## src/rtl/mdu_seq_mul.sv

```systemverilog
// mdu_seq_mul: iterative shift-add multiplier producing the full 2*WIDTH-bit product of srca and srcb.
// Define MDU_EARLY_TERM_EN to finish as soon as the remaining multiplier bits are all zero.
module mdu_seq_mul #(
  parameter int WIDTH = 32
) (
  input  logic             clk,
  input  logic             reset,
  input  logic             start,
  input  logic             is_signed,
  input  logic [WIDTH-1:0] srca,
  input  logic [WIDTH-1:0] srcb,
  output logic             busy,
  output logic             done,
  output logic [WIDTH-1:0] result_lo,
  output logic [WIDTH-1:0] result_hi
);
  typedef enum logic [1:0] {IDLE, RUN, FIX, DONE} state_t;
  state_t                   state_q;
  logic [2*WIDTH-1:0]       mcand_q, acc_q;
  logic [WIDTH-1:0]         mplier_q, mag_a, mag_b;
  logic [$clog2(WIDTH)-1:0] cnt_q;
  logic                     neg_q, sgn_a, sgn_b, stop;
  always_comb begin
    sgn_a = is_signed & srca[WIDTH-1];
    sgn_b = is_signed & srcb[WIDTH-1];
    mag_a = sgn_a ? -srca : srca;
    mag_b = sgn_b ? -srcb : srcb;
  end
`ifdef MDU_EARLY_TERM_EN
  assign stop = mplier_q == '0;
`else
  assign stop = 1'b0;
`endif
  assign busy = state_q != IDLE;
  assign done = state_q == DONE;
  always_ff @(posedge clk) begin
    if (reset) begin
      state_q   <= IDLE;
      mcand_q   <= '0;
      acc_q     <= '0;
      mplier_q  <= '0;
      cnt_q     <= '0;
      neg_q     <= 1'b0;
      result_lo <= '0;
      result_hi <= '0;
    end else begin
      case (state_q)
        IDLE: if (start) begin
          mcand_q  <= {{WIDTH{1'b0}}, mag_a};
          mplier_q <= mag_b;
          acc_q    <= '0;
          cnt_q    <= '0;
          neg_q    <= sgn_a ^ sgn_b;
          state_q  <= RUN;
        end
        RUN: if (stop) state_q <= FIX;
        else begin
          if (mplier_q[0]) acc_q <= acc_q + mcand_q;
          mcand_q  <= mcand_q << 1;
          mplier_q <= mplier_q >> 1;
          cnt_q    <= cnt_q + 1'b1;
          if (cnt_q == $bits(cnt_q)'(WIDTH-1)) state_q <= FIX;
        end
        FIX: begin
          {result_hi, result_lo} <= neg_q ? -acc_q : acc_q;
          state_q <= DONE;
        end
        default: state_q <= IDLE;
      endcase
    end
  end
endmodule

```

## config.mk

```make
export PLATFORM = sky130hd
export DESIGN_NAME = mdu_seq_mul
export DESIGN_NICKNAME = d
export VERILOG_FILES = /design/src/rtl/mdu_seq_mul.sv
export SDC_FILE = /design/constraint.sdc
export NUM_CORES = 1
export LEC_CHECK = 0
export BUFFER_PORTS_ARGS = -buffer_cell sky130_fd_sc_hd__buf_2
export CAP_MARGIN = 20
export CORE_MARGIN = 1
export CORE_UTILIZATION = 50
export DETAILED_ROUTE_END_ITERATION = 16
export GPL_TIMING_DRIVEN = 1
export PLACE_DENSITY = 0.69
export SLEW_MARGIN = 20
export SYNTH_ARGS = -nofsm -noshare
export SYNTH_HDL_FRONTEND = slang
export SYNTH_SLANG_ARGS = --single-unit
```

## constraint.sdc

```tcl
create_clock -name clk -period 4.85 [get_ports clk]
set_clock_uncertainty 0.05 [all_clocks]
set_input_delay 0.97 -clock clk [delete_from_list [all_inputs] [get_ports clk]]
set_output_delay 0.97 -clock clk [all_outputs]
set_load 0.01 [all_outputs]
```

# After elaboration in Yosys (flattened, before gate mapping)
# Index checks and enable logic that the tools add are counted.
classes:
  multipliers: 0
  n_reduce_logical: 7
  n_div: 0
  n_mux: 15
  shift: 0
  n_eq_ne: 7
  add_sub_neg: 5
  bitwise: 3
  n_lt_le_gt_ge: 0
ops:
  columns: ["operator", "count"]
  rows:
  - ["$mux 64", 4]
  - ["$pmux 64 s2", 2]
  - ["$mux 32", 3]
  - ["$add 64x64->64", 1]
  - ["$neg 32->32", 2]
  - ["$neg 64->64", 1]
  - ["$pmux 32 s2", 1]
  - ["$pmux 5 s2", 1]
  - ["$ne 2x2->1 const B", 3]
  - ["$pmux 2 s3", 1]
  - ["$reduce_and 2->1", 3]
  - ["$add 5x1->5 const B", 1]
  - ["$eq 5x5->1 const B", 1]
  - ["$mux 5", 1]
  - ["$eq 2x2->1 const B", 2]
  - ["$mux 2", 2]
  - ["$reduce_bool 2->1", 2]
  - ["$reduce_and 3->1", 1]
  - ["$and 1x1->1", 2]
  - ["$eq 2x1->1 const B", 1]
  - ["$logic_not 2->1", 1]
  - ["$xor 1x1->1", 1]
totals:
  ramBits: 0
  latchBits: 0
  mem_count: 0
  romBits: 0
  reg_bits: 232
  out_inout_bits: 66
  input_bits: 68

# Depth between registers and ports, before layout
# Gate-level depths: netlist of the first run.
logic_depth:
  word_depth: 4
  depth_mapped: 13
  ltp_nobuf: 13

# Least setup slack after synthesis of the first run
# No wires, ideal clock.
synth_timing:
  path_type: "input-to-reg"
  start: "in srcb[8]"
  end: "reg mplier_q[29]"
  path_buffers: 0
  setup_slack_ps: 1648
  cell_stages: 10
  setup_time_ps: 132
  arrival_ps: 3020
  path_cell_list: "nor4_1 -> nand2_1 -> or4_1 -> nor3b_2 -> nand3_1 -> o31ai_1 -> xor2_1 -> nand2_1 -> o211ai_1 -> a21oi_1"
synth_via:
  elab_chain_cells: 4
synth_lines:
  columns: ["item", "line", "rtl"]
  rows:
  - ["start, declared", "11", "input logic [WIDTH-1:0] srcb,"]
  - ["$neg 32->32", "27", "mag_b = sgn_b ? -srcb : srcb;"]
  - ["$mux 32", "27", null]
  - ["$mux 32", "48", "IDLE: if (start) begin"]
  - ["$pmux 32 s2", "47", "case (state_q)"]
  - ["end signal, assigned", "50", "mplier_q <= mag_b;"]
  - ["end signal, assigned", "60", "mplier_q <= mplier_q >> 1;"]
  - ["end, declared", "20", "logic [WIDTH-1:0] mplier_q, mag_a, mag_b;"]
# No other way between the ends. The select of a mux whose other input is x is not followed.
# A chain may end at the register's enable or synchronous reset.

# Worst setup path in the final report of the first run
layout_timing:
  start: "reg acc_q[1]"
  end: "reg acc_q[61]"
layout_via:
  elab_chain_cells: 3
layout_lines:
  columns: ["item", "line", "rtl"]
  rows:
  - ["start, declared", "19", "logic [2*WIDTH-1:0] mcand_q, acc_q;"]
  - ["start signal, assigned", "58", "if (mplier_q[0]) acc_q <= acc_q + mcand_q;"]
  - ["$add 64x64->64", "58", null]
  - ["$mux 64", "58", null]
  - ["$pmux 64 s2", "47", null]
# No other way between the ends. The select of a mux whose other input is x is not followed.

==> results of run 1 <==
sequential cells by signal, indices dropped and copies added (netlist names):
signal / count
cnt_q: 5
state_q: 2
result_lo: 32
acc_q: 64
mcand_q: 64
neg_q: 1
result_hi: 32
mplier_q: 32
Yosys cell counts (7+ instances only):
library cell and count:
a21o_1 39, a22oi_1 60, a31oi_1 11, inv_1 37, nor2b_1 7, nor3_1 33, ha_1 72, nand3_1 16
mux2i_1 11, o41ai_1 16, o21ai_0 144, o21bai_1 13, buf_1 9, clkbuf_1 105, o211ai_1 24, and3_1 12
nor2_1 228, a21oi_1 154, or4_1 14, nor4_1 10, o31ai_1 26, o21a_1 11, xor2_1 98, a211oi_1 64
dfxtp_1 232, or3_1 10, xnor2_1 76, nand2b_1 13, nand2_1 275, nand4_1 23
final cells by class:
| class | count | area (µm²) |
|---|---|---|
| flip-flops and latches | 232 | 4650 |
| repair buffers | 145 | 762 |
| fillers | 2759 | 12300 |
| well taps | 384 | 480 |
| clock buffers | 40 | 815 |
| inverters | 37 | 139 |
| clock inverters | 8 | 82.6 |
| multi-input cells | 1528 | 9440 |
path summary, 6_finish.rpt:
check	endpoint	from	slack (ps)
hold reg to reg	mplier_q[23]$_SDFFE_PP0P_	mplier_q[23]$_SDFFE_PP0P_	400
setup / recovery	acc_q[61]$_SDFFE_PP0P_	acc_q[1]$_SDFFE_PP0P_	1090
hold / removal	mplier_q[23]$_SDFFE_PP0P_	mplier_q[23]$_SDFFE_PP0P_	400
setup reg to reg	acc_q[61]$_SDFFE_PP0P_	acc_q[1]$_SDFFE_PP0P_	1090
power by group through the flow:
stage               Clock, mW  Combinational [mW]  Sequential (mW)
floorplan                   0                1.88             2.64
global placement            0                2.63             2.63
detailed placement          0                2.66             2.65
CTS                      2.05                2.67             2.61
global route             2.13                2.99             2.67
finish                   2.01                2.65             2.62
cells by family after synthesis:
logic type,Yosys count
compound gates,611
xor+xnor,174
fa+ha+maj,73
buf+inv,153
flops,232
mux,11
simple gates,659
through the flow:
| stage | power [mW] | util [%] | std cells | hold slack (ps) | cell area (µm²) |
|---|---|---|---|---|---|
| final | 7.28 | 57.0 | 2374 | 402 | 16400 |
| after global routing | 7.79 | 57.0 | 2374 | 418 | 16400 |
| after CTS | 7.32 | 57.0 | 2374 | 404 | 16400 |
| after detailed placement | 5.31 | 53.9 | 2326 | 396 | 15500 |
| after global placement | 5.26 | 53.9 | 2326 | 388 | 15500 |
| after floorplan | 4.51 | - | 1913 | 381 | 14600 |
critical path: stages, from the launching register on:
cell and delay (ps):
dfxtp_1 390, ha_1 270, a211oi_1 240, o21ai_0 240, o211ai_1 300, nand4_1 240, a2111oi_0 820, nor4_1 190
or3_1 430, a31oi_1 220, xor2_1 160, o21ai_1 60
per-layer routing:
layer	up-vias	GRT usage (%)	wire, µm
li1	6970	-	-
met5	-	0	0
met1	6316	38.9	19300
met2	440	38.8	16100
met4	0	4.57	464
met3	38	4.75	3160
==> flow_summary.rst, run 1 <==
.. list-table::
   :header-rows: 1

   * - Metric
     - Value
   * - Proportion of power drawn by combinational gates
     - 36.5%
   * - Synth-to-layout area growth
     - 12.1%
   * - Min Clock Period, post-route
     - 3760 ps
   * - Die height
     - 173 µm
   * - Floorplan core area
     - 28700 µm²
   * - Crit Path Category
     - reg -> reg
   * - Syn_nets
     - 2054
   * - Post-synthesis cell area
     - 14600 µm²
   * - RSZ-0062 raised after global routing
     - no
   * - Initial core utilization
     - 50.8%
   * - Number of cells on the worst reg-to-reg path
     - 11
   * - Cell variety after synth
     - 70
   * - Max cap viols
     - 0
   * - Clock H-tree levels
     - 1
   * - Fraction of layout instances using a drive strength above 1
     - 11.1%
   * - Residual antenna-violating net count after detailed routing
     - 0
   * - Yosys warning total
     - 0
   * - Total routing usage reported by global routing
     - 25.9%
   * - Number of antenna cells inserted
     - 0
   * - Top FF cell, synth
     - dfxtp_1
   * - Clock root buffer
     - clkbuf_16
   * - Power density over cell area
     - 445 nW/µm²
   * - Full die area
     - 29900 µm²
   * - Share of synthesized cell area in and, or, nand and nor gates
     - 19.7%
   * - CTS tree
     - done
   * - Final period util
     - 77.4%
   * - Final routed wire length divided by cell count
     - 16.5 µm
   * - Largest net degree at the start of global routing
     - 98
   * - Number of buffers on the longest clock path
     - 3
   * - Area share of fa/ha/maj cells after synthesis
     - 6.31%
   * - Top cell type's share of synthesized area
     - 31.8%
   * - Measured slew at the worst slew-check pin
     - 999 ps
   * - Setup total negative slack
     - 0 ps
   * - Cts-stage hold buffer count
     - 0
   * - Run status
     - finished, final reports clean
   * - Slew Limit Headroom
     - 33.4%
   * - Largest fanout of any net on the critical path
     - 5
   * - Hold depth
     - 2
   * - Post-Synth XOR/XNOR Area
     - 10.4%
   * - TritonCTS Buffers
     - 27
   * - Net switching power of the design
     - 2.86 mW
   * - Clock sink count
     - 232
   * - Cell count after synthesis
     - 1913
   * - Chip width
     - 173 µm
   * - Number of design-rule violations left by the first detailed-router iteration
     - 1040
   * - Number of vias after detailed routing
     - 13764
   * - Sw Ratio
     - 39.3%
   * - Number of remaining DRC errors
     - 0
   * - Total iterations of the first detailed-routing run
     - 8
   * - Reg clk slew, reported paths
     - 60 ps
   * - Post-CTS setup buffer count
     - 0
   * - Proportion of power drawn by flip-flops and latches
     - 36.0%
   * - Routed via count divided by cell count
     - 5.80
   * - Fraction of synthesized area in multiplexers
     - 0.755%
   * - Post-layout worst setup margin
     - 1090 ps
   * - Number of nets in the finished design
     - 2112
   * - Number of antenna violations at the first check in global routing
     - 0
   * - Overall overflow remaining after global route
     - 0
   * - Count of pins over their slew limit
     - 0
   * - Fraction of registers with async set or reset after synthesis
     - 0%
   * - Via count of the first global-routing pass
     - 12619
   * - Routability congestion estimate from global placement
     - 0.931
   * - Worst path arrival time
     - 4110 ps
   * - Half-perimeter wire length after placement
     - 29100 µm
   * - Cell internal pwr
     - 4.41 mW
   * - Largest area contributor in the synthesized netlist
     - dfxtp_1
   * - Most common cell after layout, fill and taps aside
     - nand2_1
   * - Fraction of the mapped netlist area in compound gates
     - 27.0%
   * - Clock network fraction of design power
     - 27.6%
   * - I/O pins
     - 134
   * - Kind of end point of the critical path
     - flip-flop
   * - Post-Place Worst Slack
     - 1080 ps
   * - Final-report hold violation count
     - 0
   * - Skew-Pair Late Insertion Delay
     - 540 ps
   * - Static power due to leakage
     - 6.68 nW
   * - Sequential fraction of the synthesis area
     - 31.8%
   * - Number of enable-type register cells in the synthesized netlist
     - 0
   * - CP startpoint kind
     - flip-flop
   * - IR Drop Worst-Case VDD
     - 0.336 mV
   * - Main area contributors after synthesis
     - dfxtp_1 (32%), nand2_1 (7.1%), ha_1 (6.2%)
   * - Required arrival time at the worst endpoint
     - 5200 ps
   * - Hold/Removal Path Class
     - reg -> reg
   * - Highest achievable clock rate
     - 266 MHz
   * - Count of standard-cell rows
     - 62
   * - Post-CTS resize count
     - 0
   * - Main combinational cell family by area after synthesis
     - compound AO/OA/AOI/OAI gates
   * - Final setup viols
     - 0
   * - Number of buffer cells added on primary ports
     - 133
   * - Global-route wire length before repair
     - 64800 µm
   * - Highest-count cells in the layout ignoring fill and taps
     - nand2_1 (275), dfxtp_1 (231), nor2_1 (226)
   * - DRT Wirelength
     - 39100 µm
   * - Seq cells post-synth
     - 232
   * - Post-synthesis average cell area
     - 7.63 µm²
(Power assumes the default switching activity.)
==> run 2: changes to the inputs <==
Clock period 4.85 ns to 3.6 ns, I/O delays scaled along.
==> flow_summary.rst, run 2 (synthesis results as in run 1) <==
.. list-table::
   :header-rows: 1

   * - Metric
     - Value
   * - Run status
     - finished, final reports clean
   * - Cts-stage hold buffer count
     - 0
   * - Highest achievable clock rate
     - 291 MHz
   * - IR Drop Worst-Case VDD
     - 0.548 mV
   * - Total iterations of the first detailed-routing run
     - 5
   * - Static power due to leakage
     - 6.92 nW
   * - Hold/Removal Path Class
     - reg -> reg
   * - Crit Path Category
     - reg -> reg
   * - DRT Wirelength
     - 41200 µm
   * - Number of remaining DRC errors
     - 0
   * - Min Clock Period, post-route
     - 3430 ps
   * - TritonCTS Buffers
     - 26
   * - Overall overflow remaining after global route
     - 0
   * - Measured slew at the worst slew-check pin
     - 1100 ps
   * - Post-CTS resize count
     - 0
   * - Chip width
     - 173 µm
   * - Required arrival time at the worst endpoint
     - 3990 ps
   * - Skew-Pair Late Insertion Delay
     - 550 ps
   * - Total routing usage reported by global routing
     - 27.1%
   * - Count of placed standard cells including taps
     - 2365
   * - Number of antenna violations at the first check in global routing
     - 2
   * - Final period util
     - 95.4%
   * - Largest fanout of any net on the critical path
     - 5
   * - Reg clk slew, reported paths
     - 60 ps
   * - Full die area
     - 29900 µm²
   * - Clock H-tree levels
     - 1
   * - Initial core utilization
     - 50.8%
   * - Number of nets in the finished design
     - 2150
   * - Synth-to-layout area growth
     - 14.4%
   * - Half-perimeter wire length after placement
     - 30400 µm
   * - Clock sink count
     - 232
   * - Residual antenna-violating net count after detailed routing
     - 0
   * - Number of buffers on the longest clock path
     - 3
   * - Highest-count cells in the layout ignoring fill and taps
     - nand2_1 (275), dfxtp_1 (231), nor2_1 (226)
   * - Design area
     - 16700 µm²
   * - Power density over cell area
     - 605 nW/µm²
   * - Final routed wire length divided by cell count
     - 17.1 µm
   * - Floorplan core area
     - 28700 µm²
   * - Post-CTS setup buffer count
     - 0
   * - Fraction of layout instances using a drive strength above 1
     - 12.8%
   * - RSZ-0062 raised after global routing
     - no
   * - Number of design-rule violations left by the first detailed-router iteration
     - 1108
   * - Count of pins over their slew limit
     - 0
   * - Standard cell area after detailed placement
     - 15800 µm²
   * - Die height
     - 173 µm
   * - Global-route wire length before repair
     - 67100 µm
   * - Sum of internal, switching and leakage power
     - 10.1 mW
   * - # fillers
     - 2693
   * - Routed via count divided by cell count
     - 5.81
   * - Via count of the first global-routing pass
     - 12875
   * - Registers with the most flip-flops
     - acc_q (64), mcand_q (64)
   * - Kind of end point of the critical path
     - flip-flop
   * - Setup total negative slack
     - 0 ps
   * - Cell Count, Final, Fillers Out
     - 2414
   * - Final-report hold violation count
     - 0
   * - Count of standard-cell rows
     - 62
   * - CP startpoint kind
     - flip-flop
   * - Max cap viols
     - 0
   * - Final setup viols
     - 0
   * - CTS tree
     - done
   * - Clock root buffer
     - clkbuf_16
   * - Routability congestion estimate from global placement
     - 0.913
   * - Most common cell after layout, fill and taps aside
     - nand2_1
   * - Worst path arrival time
     - 3820 ps
   * - Number of buffer cells added on primary ports
     - 133
   * - Number of vias after detailed routing
     - 14036
   * - Largest net degree at the start of global routing
     - 138
   * - Area of the multi-input gates
     - 9430 µm²
   * - I/O pins
     - 134
   * - Slew Limit Headroom
     - 26.4%
   * - Sequential Area
     - 4650 µm²
   * - Final core utilization
     - 58.2%
## run 2: cell types whose count changed in the layout (fill, tap and decap cells not counted), moves of 2 or more
cell	before	now
buf_4	12	49
clkinv_2	1	7
clkbuf_8	9	5
clkinvlp_4	4	0
bufinv_16	1	4
buf_12	0	2
inv_6	2	0
## run 2: metal layers
| layer | share of wire, % | GRT usage, % | up-vias |
|---|---|---|---|
| li1 | - | - | 7040 |
| met1 | 49 | 40.3 | 6531 |
| met2 | 41 | 40.6 | 409 |
| met3 | 8.0 | 4.71 | 56 |
| met4 | 1.9 | 6.05 | 0 |
| met5 | 0 | 0 | - |
## run 2: area by class of cell
cell class / count / share of cell area, %
Sequential cell: 232 / 27.8
Clock inverter: 13 / 1.08
Multi-Input combinational cell: 1528 / 56.5
Tap cell: 384 / 2.88
Inverter: 37 / 0.832
Timing Repair Buffer: 184 / 6.47
Clock buffer: 35 / 4.40
Antenna cell: 1 / 0.0150
## run 2: path summary, 6_finish.rpt
path	from	end	slack [ps]	depth (start not counted)
setup / recovery	acc_q[0]$_SDFFE_PP0P_	acc_q[62]$_SDFFE_PP0P_	170	13
hold / removal	mplier_q[23]$_SDFFE_PP0P_	mplier_q[23]$_SDFFE_PP0P_	400	2
setup reg to reg	acc_q[0]$_SDFFE_PP0P_	acc_q[62]$_SDFFE_PP0P_	170	13
hold reg to reg	mplier_q[23]$_SDFFE_PP0P_	mplier_q[23]$_SDFFE_PP0P_	400	2
## run 2: through the flow
stage                     worst slack (ps)  hold slack, ps
final                                  167             401
after detailed placement               215             396
after CTS                              216             403
after floorplan                        558             381
after global placement                 259             389
after global routing                  3.23             428
## run 2: power breakdown
part	switching [mW]	internal, mW
sequential	0.373	3.11
clock	1.13	1.72
combinational	2.50	1.26
total	4.00	6.10
## run 2: worst max-delay path, stage by stage (launching register included)
cell	delay, ps
dfxtp_1	400
ha_1	230
inv_1	70
fa_1	410
nor2b_1	130
o21a_1	160
o211ai_1	160
a21o_1	230
a21oi_1	280
o21ai_0	230
a21oi_1	340
o21ai_0	190
a21o_1	200
a32o_1	250
